File: config.mk
export PLATFORM = sky130hd
export DESIGN_NAME = clk_divider_bank_flat
export DESIGN_NICKNAME = d
export VERILOG_FILES = /design/src/rtl/clk_divider_bank_if.sv /design/src/rtl/clk_divider_bank.sv /design/src/flat_wrapper.sv
export SDC_FILE = /design/constraint.sdc
export NUM_CORES = 1
export LEC_CHECK = 0
export ABC_AREA = 0
export BUFFER_PORTS_ARGS = -buffer_cell sky130_fd_sc_hd__buf_2
export CORE_UTILIZATION = 33
export DETAILED_ROUTE_END_ITERATION = 10
export SLEW_MARGIN = 20
export SYNTH_ARGS = -nofsm -noshare
export SYNTH_HDL_FRONTEND = slang
export SYNTH_SLANG_ARGS = --single-unit
File: constraint.sdc
create_clock -name clk_in -period 2.7 [get_ports clk_in]
set_clock_uncertainty 0.15 [all_clocks]
set_input_delay 0.27 -clock clk_in [delete_from_list [all_inputs] [get_ports clk_in]]
set_output_delay 0.27 -clock clk_in [all_outputs]
set_load 0.005 [all_outputs]
File: src/rtl/clk_divider_bank_if.sv
// Config write port of clk_divider_bank: a valid/ready handshake that carries
// the target channel and its new half-period.
interface clk_divider_bank_if #(
    parameter int CNT_W = 8,
    parameter int CH_W  = 1
);
    logic             cfg_valid;
    logic [CH_W-1:0]  cfg_ch;
    logic [CNT_W-1:0] cfg_half;
    logic             cfg_ready;

    modport master (output cfg_valid, output cfg_ch, output cfg_half, input cfg_ready);
    modport slave  (input cfg_valid, input cfg_ch, input cfg_half, output cfg_ready);
endinterface

File: src/rtl/clk_divider_bank.sv
// Bank of NUM_CH 50%-duty clock dividers off one board clock. Half-periods are
// runtime programmable and change only at a toggle boundary, on disable or on sync.
module clk_divider_bank #(
    parameter int                      NUM_CH    = 2,
    parameter int                      CNT_W     = 8,
    parameter int                      CH_W      = 1,
    parameter logic [NUM_CH*CNT_W-1:0] INIT_HALF = {8'd5, 8'd3}
) (
    input  logic              clk_in,
    input  logic              rst,
    input  logic [NUM_CH-1:0] i_en,
    input  logic              i_sync,
    clk_divider_bank_if.slave cfg,
    output logic [NUM_CH-1:0] o_clk_out,
    output logic [NUM_CH-1:0] o_tick
);

    logic [CNT_W-1:0]  r_cnt       [NUM_CH];
    logic [CNT_W-1:0]  r_half_act  [NUM_CH];
    logic [CNT_W-1:0]  r_half_pend [NUM_CH];
    logic [NUM_CH-1:0] r_pend;
    logic [NUM_CH-1:0] r_clk_out;
    logic [NUM_CH-1:0] r_tick;

    logic [CNT_W-1:0]  w_h_m1 [NUM_CH];
    logic [NUM_CH-1:0] w_wrap;
    logic [NUM_CH-1:0] w_acc;
    logic              w_accept;

    // A single outstanding update across the whole bank keeps the handshake trivial.
    assign cfg.cfg_ready = ~rst && ~|r_pend;
    assign w_accept      = cfg.cfg_valid && cfg.cfg_ready;

    always_comb begin
        for (int i = 0; i < NUM_CH; i++) begin
            // A half-period of 0 behaves as 1 (divide by 2).
            w_h_m1[i] = (r_half_act[i] == '0) ? '0 : r_half_act[i] - CNT_W'(1);
            w_wrap[i] = (r_cnt[i] == w_h_m1[i]);
            w_acc[i]  = w_accept && (cfg.cfg_ch == CH_W'(i));
        end
    end

    always_ff @(posedge clk_in) begin
        if (rst) begin
            for (int i = 0; i < NUM_CH; i++) begin
                r_cnt[i]       <= '0;
                r_half_act[i]  <= INIT_HALF[i*CNT_W +: CNT_W];
                r_half_pend[i] <= '0;
            end
            r_pend    <= '0;
            r_clk_out <= '0;
            r_tick    <= '0;
        end else begin
            for (int i = 0; i < NUM_CH; i++) begin
                r_tick[i] <= 1'b0;
                if (i_sync || !i_en[i]) begin
                    r_cnt[i]     <= '0;
                    r_clk_out[i] <= 1'b0;
                    if (r_pend[i]) begin
                        r_half_act[i] <= r_half_pend[i];
                        r_pend[i]     <= 1'b0;
                    end
                end else if (w_wrap[i]) begin
                    r_cnt[i]     <= '0;
                    r_clk_out[i] <= ~r_clk_out[i];
                    r_tick[i]    <= ~r_clk_out[i];
                    if (r_pend[i]) begin
                        r_half_act[i] <= r_half_pend[i];
                        r_pend[i]     <= 1'b0;
                    end
                end else begin
                    r_cnt[i] <= r_cnt[i] + CNT_W'(1);
                end
                // Accept only happens with no pend set, so it never races an apply;
                // an accept on a wrap cycle therefore waits for the next wrap.
                if (w_acc[i]) begin
                    r_half_pend[i] <= cfg.cfg_half;
                    r_pend[i]      <= 1'b1;
                end
            end
        end
    end

    assign o_clk_out = r_clk_out;
    assign o_tick    = r_tick;

endmodule

File: src/flat_wrapper.sv
// flat-port wrapper written by rule: the top's interface ports become plain ports
module clk_divider_bank_flat 
#(
    parameter int                      NUM_CH    = 2,
    parameter int                      CNT_W     = 8,
    parameter int                      CH_W      = 1,
    parameter logic [NUM_CH*CNT_W-1:0] INIT_HALF = {8'd5, 8'd3}
)
  (clk_in, rst, i_en, i_sync, o_clk_out, o_tick, cfg_cfg_valid, cfg_cfg_ch, cfg_cfg_half, cfg_cfg_ready);
  clk_divider_bank_if #(.CNT_W(CNT_W), .CH_W(CH_W)) cfg_i ();
  input  logic clk_in;
  input  logic rst;
  input  logic [NUM_CH-1:0] i_en;
  input  logic i_sync;
  output logic [NUM_CH-1:0] o_clk_out;
  output logic [NUM_CH-1:0] o_tick;
  input wire logic [$bits(cfg_i.cfg_valid)-1:0] cfg_cfg_valid;
  input wire logic [$bits(cfg_i.cfg_ch)-1:0] cfg_cfg_ch;
  input wire logic [$bits(cfg_i.cfg_half)-1:0] cfg_cfg_half;
  output wire logic [$bits(cfg_i.cfg_ready)-1:0] cfg_cfg_ready;
  assign cfg_i.cfg_valid = cfg_cfg_valid;
  assign cfg_i.cfg_ch = cfg_cfg_ch;
  assign cfg_i.cfg_half = cfg_cfg_half;
  assign cfg_cfg_ready = cfg_i.cfg_ready;
  clk_divider_bank #(.NUM_CH(NUM_CH), .CNT_W(CNT_W), .CH_W(CH_W), .INIT_HALF(INIT_HALF)) u_core (.clk_in(clk_in), .rst(rst), .i_en(i_en), .i_sync(i_sync), .cfg(cfg_i), .o_clk_out(o_clk_out), .o_tick(o_tick));
endmodule
==> results.txt <==
The run finished, with violations left. The checks that failed: negative setup slack. Across the VDD grid, the largest voltage drop is 0.000277 V.

Flip-flop and latch count after synthesis: 54. After synthesis, the share of flip-flops with an asynchronous set or reset is 0%. The initial detailed-routing violation count came out at 116. Clock tree synthesis inserted a total of 5 buffers.

The root cell of the clock tree is sky130_fd_sc_hd__clkbuf_8. For this design the top-level I/O count stands at 20. The worst min-delay path category is in2reg.

For the cell total after placement, the log shows 474. Yosys mapped the design onto 65 distinct sky130hd cell types. The final critical-path share of the clock period works out to 102%. The number of hold buffers added after CTS was 0. For the worst setup path, the data required time is 2.58 ns.

Measured in cells, the most critical reg-to-reg path has a length of 7. The die extent in x was 101 um; the worst setup margin was -0.0466 ns. After floorplanning, the core was sized to cover 0.00942 sq mm.

The insertion delay to the later sink of the worst-skew pair is 0.31 ns. The layout overhead on the synthesized area is 28.4%, and the total global-route track usage is 14.3%. The count of H-tree levels built during CTS is 2, and the height of the chip is 101 um. The total via count after detailed routing was 2520; the register-to-register path setup slack was -0.05 ns. Entering global routing, the biggest net connects 17 pins. Once layout is complete, the cells apart from fillers number 490. The first TritonRoute pass finished after 4 iterations. Yosys attributes the largest share of cell area to sky130_fd_sc_hd__edfxtp_1 44%, sky130_fd_sc_hd__dfxtp_1 3.7%, sky130_fd_sc_hd__a21boi_2 3.5%, sky130_fd_sc_hd__xnor2_1 3.0%, sky130_fd_sc_hd__and3_1 2.9%.

The share of post-route cells with drive strength above 1 was 34.3%. For the number of antenna violations at the first check in global routing, the log shows 0. For this run, design rule violations remaining after detail routing come to 0.

Transition at the pin with the smallest max-transition slack: 0.747 ns. The critical path goes through or4_4, o32ai_2, nand2_1, or2_4, o311ai_2, a21o_1, buf_12. End of the worst hold path: u_core.r_pend[0]$_SDFFE_PP0P_. The tool flagged a number of max-cap violations equal to 0. The slowest stage of the critical path belongs to the cell sky130_fd_sc_hd__or4_4.

The startpoint identified for the worst hold timing path is cfg_cfg_ch. The arrival time reported for the critical path endpoint was 2.63 ns. The startpoint identified for the worst register-to-register timing path is u_core.r_half_act[1][1]$_DFFE_PP_. The initialized floorplan defines 35 standard-cell rows. The number of buffers added on ports was 19; the part of the Yosys area used for sequential elements was 48.0%. The startpoint type of the worst setup path is a flop. The die covers 0.0103 sq mm. The clock transition at the registers of the reported paths was 0.10 ns; the post-synth design cell area was 0.00325 sq mm. Based on the critical path, the design can be clocked at up to 0.364 GHz. The tools report the final-report max-slew violation count as 0. Total congestion overflow after global routing: 0. The tools report the number of synthesis warnings as 0. For the finished layout, the period the worst path requires is 2.75 ns. For the via count of the first global-routing pass, the log shows 2380.

The worst reg2reg path endpoint was u_core.r_half_act[1][1]$_DFFE_PP_. The layout has 909 filler cells. The effective utilization at floorplan came out at 34.6%. The logs give 11.4 mm for the first-pass GRT wire length and 2 for the maximum clock insertion buffer count. The vias per cell came out at 5.14. The combined buffer and inverter count along the critical path is 1. With fillers left out, the area of the finished cells amounts to 0.00418 sq mm. Yosys instantiated no cell more often than sky130_fd_sc_hd__edfxtp_1.

In the synthesized netlist, the number of instances is 293. Once detail routing completed, the nets flagged for antenna violations numbered 0. Main flop type after synthesis: sky130_fd_sc_hd__edfxtp_1.

The critical path in this run is classified as reg2reg. The run gives 0 as the hold violation count in the final report. After synthesis, the mean cell area works out to 11.1 sq um. Routability-driven placement finished with a final weighted congestion of 0.859.

The clock net in this run drives a total of 54 sinks. Share of the synthesized area in the top cell type: 44.3%. The count of antenna diodes in the layout is 0.

Of all cell types, the one taking the most synthesized area is sky130_fd_sc_hd__edfxtp_1. The pre-CTS setup slack is -0.126 ns. Setup repair after global routing could not meet its margin everywhere. The biggest cell delay along the critical path is 0.62 ns. The routed design has 7.12 mm of wire. The logs give 26 for the number of endpoints failing setup at the final stage and 50.1% for the max-slew headroom at the worst pin.

The worst hold path depth works out to 2. Once detailed placement completed, the half-perimeter wirelength came to 5.17 mm. The final layout contains 380 nets. TritonCTS built the clock tree. In this run the power density over the cells is 458 mW/mm^2. The element type at the critical path end was a flop. The cell family contributing the most delay on the critical path is simple AND/OR/NAND/NOR gates. The number of synthesized flops with an enable pin is 48, and the post-detailed-placement cell area is 0.00378 sq mm. By count the netlist is led by 48 x sky130_fd_sc_hd__edfxtp_1, 19 x sky130_fd_sc_hd__nor2_1, 15 x sky130_fd_sc_hd__and3_1.

After routing, the total negative slack on setup checks comes to -0.837 ns. Summed over all cells, the static leakage comes to 1.56 nW. Dividing the detail-routed wire length by the instance count gives 14.5 um. Of all nets on the critical path, the largest fanout is 8.
-- repair_timing --
action	CTS	global route
pin swaps	7	13
setup endpoints to repair	26	43
setup buffers	6	2
gates resized for setup	18	26
-- worst max path at each step --
stage                                                     start                                    end  slack [ns]  depth (start not counted)
after floorplan           u_core.r_half_act[0][1]$_SDFFCE_PP1P_  u_core.r_half_act[0][0]$_SDFFCE_PP1P_       -0.13                         10
after global placement        u_core.r_half_act[1][1]$_DFFE_PP_      u_core.r_half_act[1][6]$_DFFE_PP_       -0.10                          7
after detailed placement      u_core.r_half_act[1][1]$_DFFE_PP_      u_core.r_half_act[1][6]$_DFFE_PP_       -0.13                          7
after CTS                 u_core.r_half_act[0][0]$_SDFFCE_PP1P_  u_core.r_half_act[0][0]$_SDFFCE_PP1P_       -0.01                          8
after global routing          u_core.r_half_act[1][0]$_DFFE_PP_      u_core.r_half_act[1][4]$_DFFE_PP_       -0.14                          8
final                         u_core.r_half_act[1][1]$_DFFE_PP_      u_core.r_half_act[1][1]$_DFFE_PP_       -0.05                          7
-- kinds of logic after synthesis --
group | synth area share [%]
mux | 1.00
buf+inv | 4.27
compound gates | 18.1
flops | 48.0
xor+xnor | 5.12
fa+ha+maj | 1.92
simple gates | 21.5
other cells | 0.115
-- state kept, by name (all words and copies together), names as in the netlist --
| register | count |
|---|---|
| u_core.r_cnt | 16 |
| u_core.r_half_act | 16 |
| u_core.r_half_pend | 16 |
| u_core.o_clk_out | 2 |
| u_core.o_tick | 2 |
| u_core.r_pend | 2 |
-- area by class of cell --
| class | instances | area, sq um | area share (%) |
|---|---|---|---|
| timing repair buffer | 62 | 473 | 11.3 |
| tap | 129 | 161 | 3.86 |
| multi-input combinational | 229 | 1820 | 43.5 |
| inverter | 8 | 30.0 | 0.719 |
| sequential | 54 | 1560 | 37.4 |
| clock buffer | 5 | 68.8 | 1.65 |
| clock inverter | 3 | 63.8 | 1.53 |
-- per-layer routing --
layer | vias up | share of wire, % | wire length (um) | GRT usage [%]
met1 | 1214 | 47 | 3350 | 19.0
met5 | - | 0 | 0 | 0
li1 | 1242 | - | - | -
met3 | 7 | 3.5 | 250 | 2.69
met2 | 57 | 48 | 3440 | 23.8
met4 | 0 | 1.1 | 76 | 4.01
-- stage by stage --
step	total power [W]	utilization, %	hold WS (ns)
global placement	0.00125	40.2	0.317
floorplan	0.00117	-	0.219
finish	0.00191	44.4	0.0891
CTS	0.00190	42.9	0.0757
global route	0.00198	44.4	0.0892
detailed placement	0.00126	40.2	0.337
-- placed cells by master, fill, tap and decap left out, types with 3 or more instances in the layout --
master                     Yosys  final
sky130_fd_sc_hd__nor2_1       19     12
sky130_fd_sc_hd__inv_1         8      4
sky130_fd_sc_hd__nand2b_1      7      7
sky130_fd_sc_hd__nand2_1       7      7
sky130_fd_sc_hd__and2_1        3      3
sky130_fd_sc_hd__xor2_1        8      8
sky130_fd_sc_hd__inv_2         0      4
sky130_fd_sc_hd__ha_4          0      3
sky130_fd_sc_hd__nor2b_1       6      6
sky130_fd_sc_hd__buf_6         3      8
sky130_fd_sc_hd__nor2_2        0      5
sky130_fd_sc_hd__a21o_1        9      9
sky130_fd_sc_hd__clkbuf_8      0      5
sky130_fd_sc_hd__o21ai_0      10      9
sky130_fd_sc_hd__xnor2_1      11     11
sky130_fd_sc_hd__o211ai_1      4      4
sky130_fd_sc_hd__nand3_1       9      9
sky130_fd_sc_hd__edfxtp_1     48     48
sky130_fd_sc_hd__nor3_2        0      3
sky130_fd_sc_hd__conb_1        1     16
sky130_fd_sc_hd__a21oi_1       6      6
sky130_fd_sc_hd__a21boi_1      3      3
sky130_fd_sc_hd__a21boi_2     10     10
sky130_fd_sc_hd__a32o_1        4      3
sky130_fd_sc_hd__and3_1       15     15
sky130_fd_sc_hd__nand4b_1      3      3
sky130_fd_sc_hd__or4_4         1      3
sky130_fd_sc_hd__buf_2         3     19
sky130_fd_sc_hd__buf_4         2     33
sky130_fd_sc_hd__nor4_4        1      3
sky130_fd_sc_hd__nor3_1       13     10
sky130_fd_sc_hd__or3_1         6      6
sky130_fd_sc_hd__nor4bb_1      3      3
sky130_fd_sc_hd__dfxtp_1       6      6
-- power by group --
part | internal [W] | total [W] | switching (W)
logic | 0.000135 | 0.000280 | 0.000146
registers | 0.000958 | 0.000999 | 0.0000408
clock network | 0.000367 | 0.000632 | 0.000265
No activity file was read; power rests on OpenSTA's default activity.
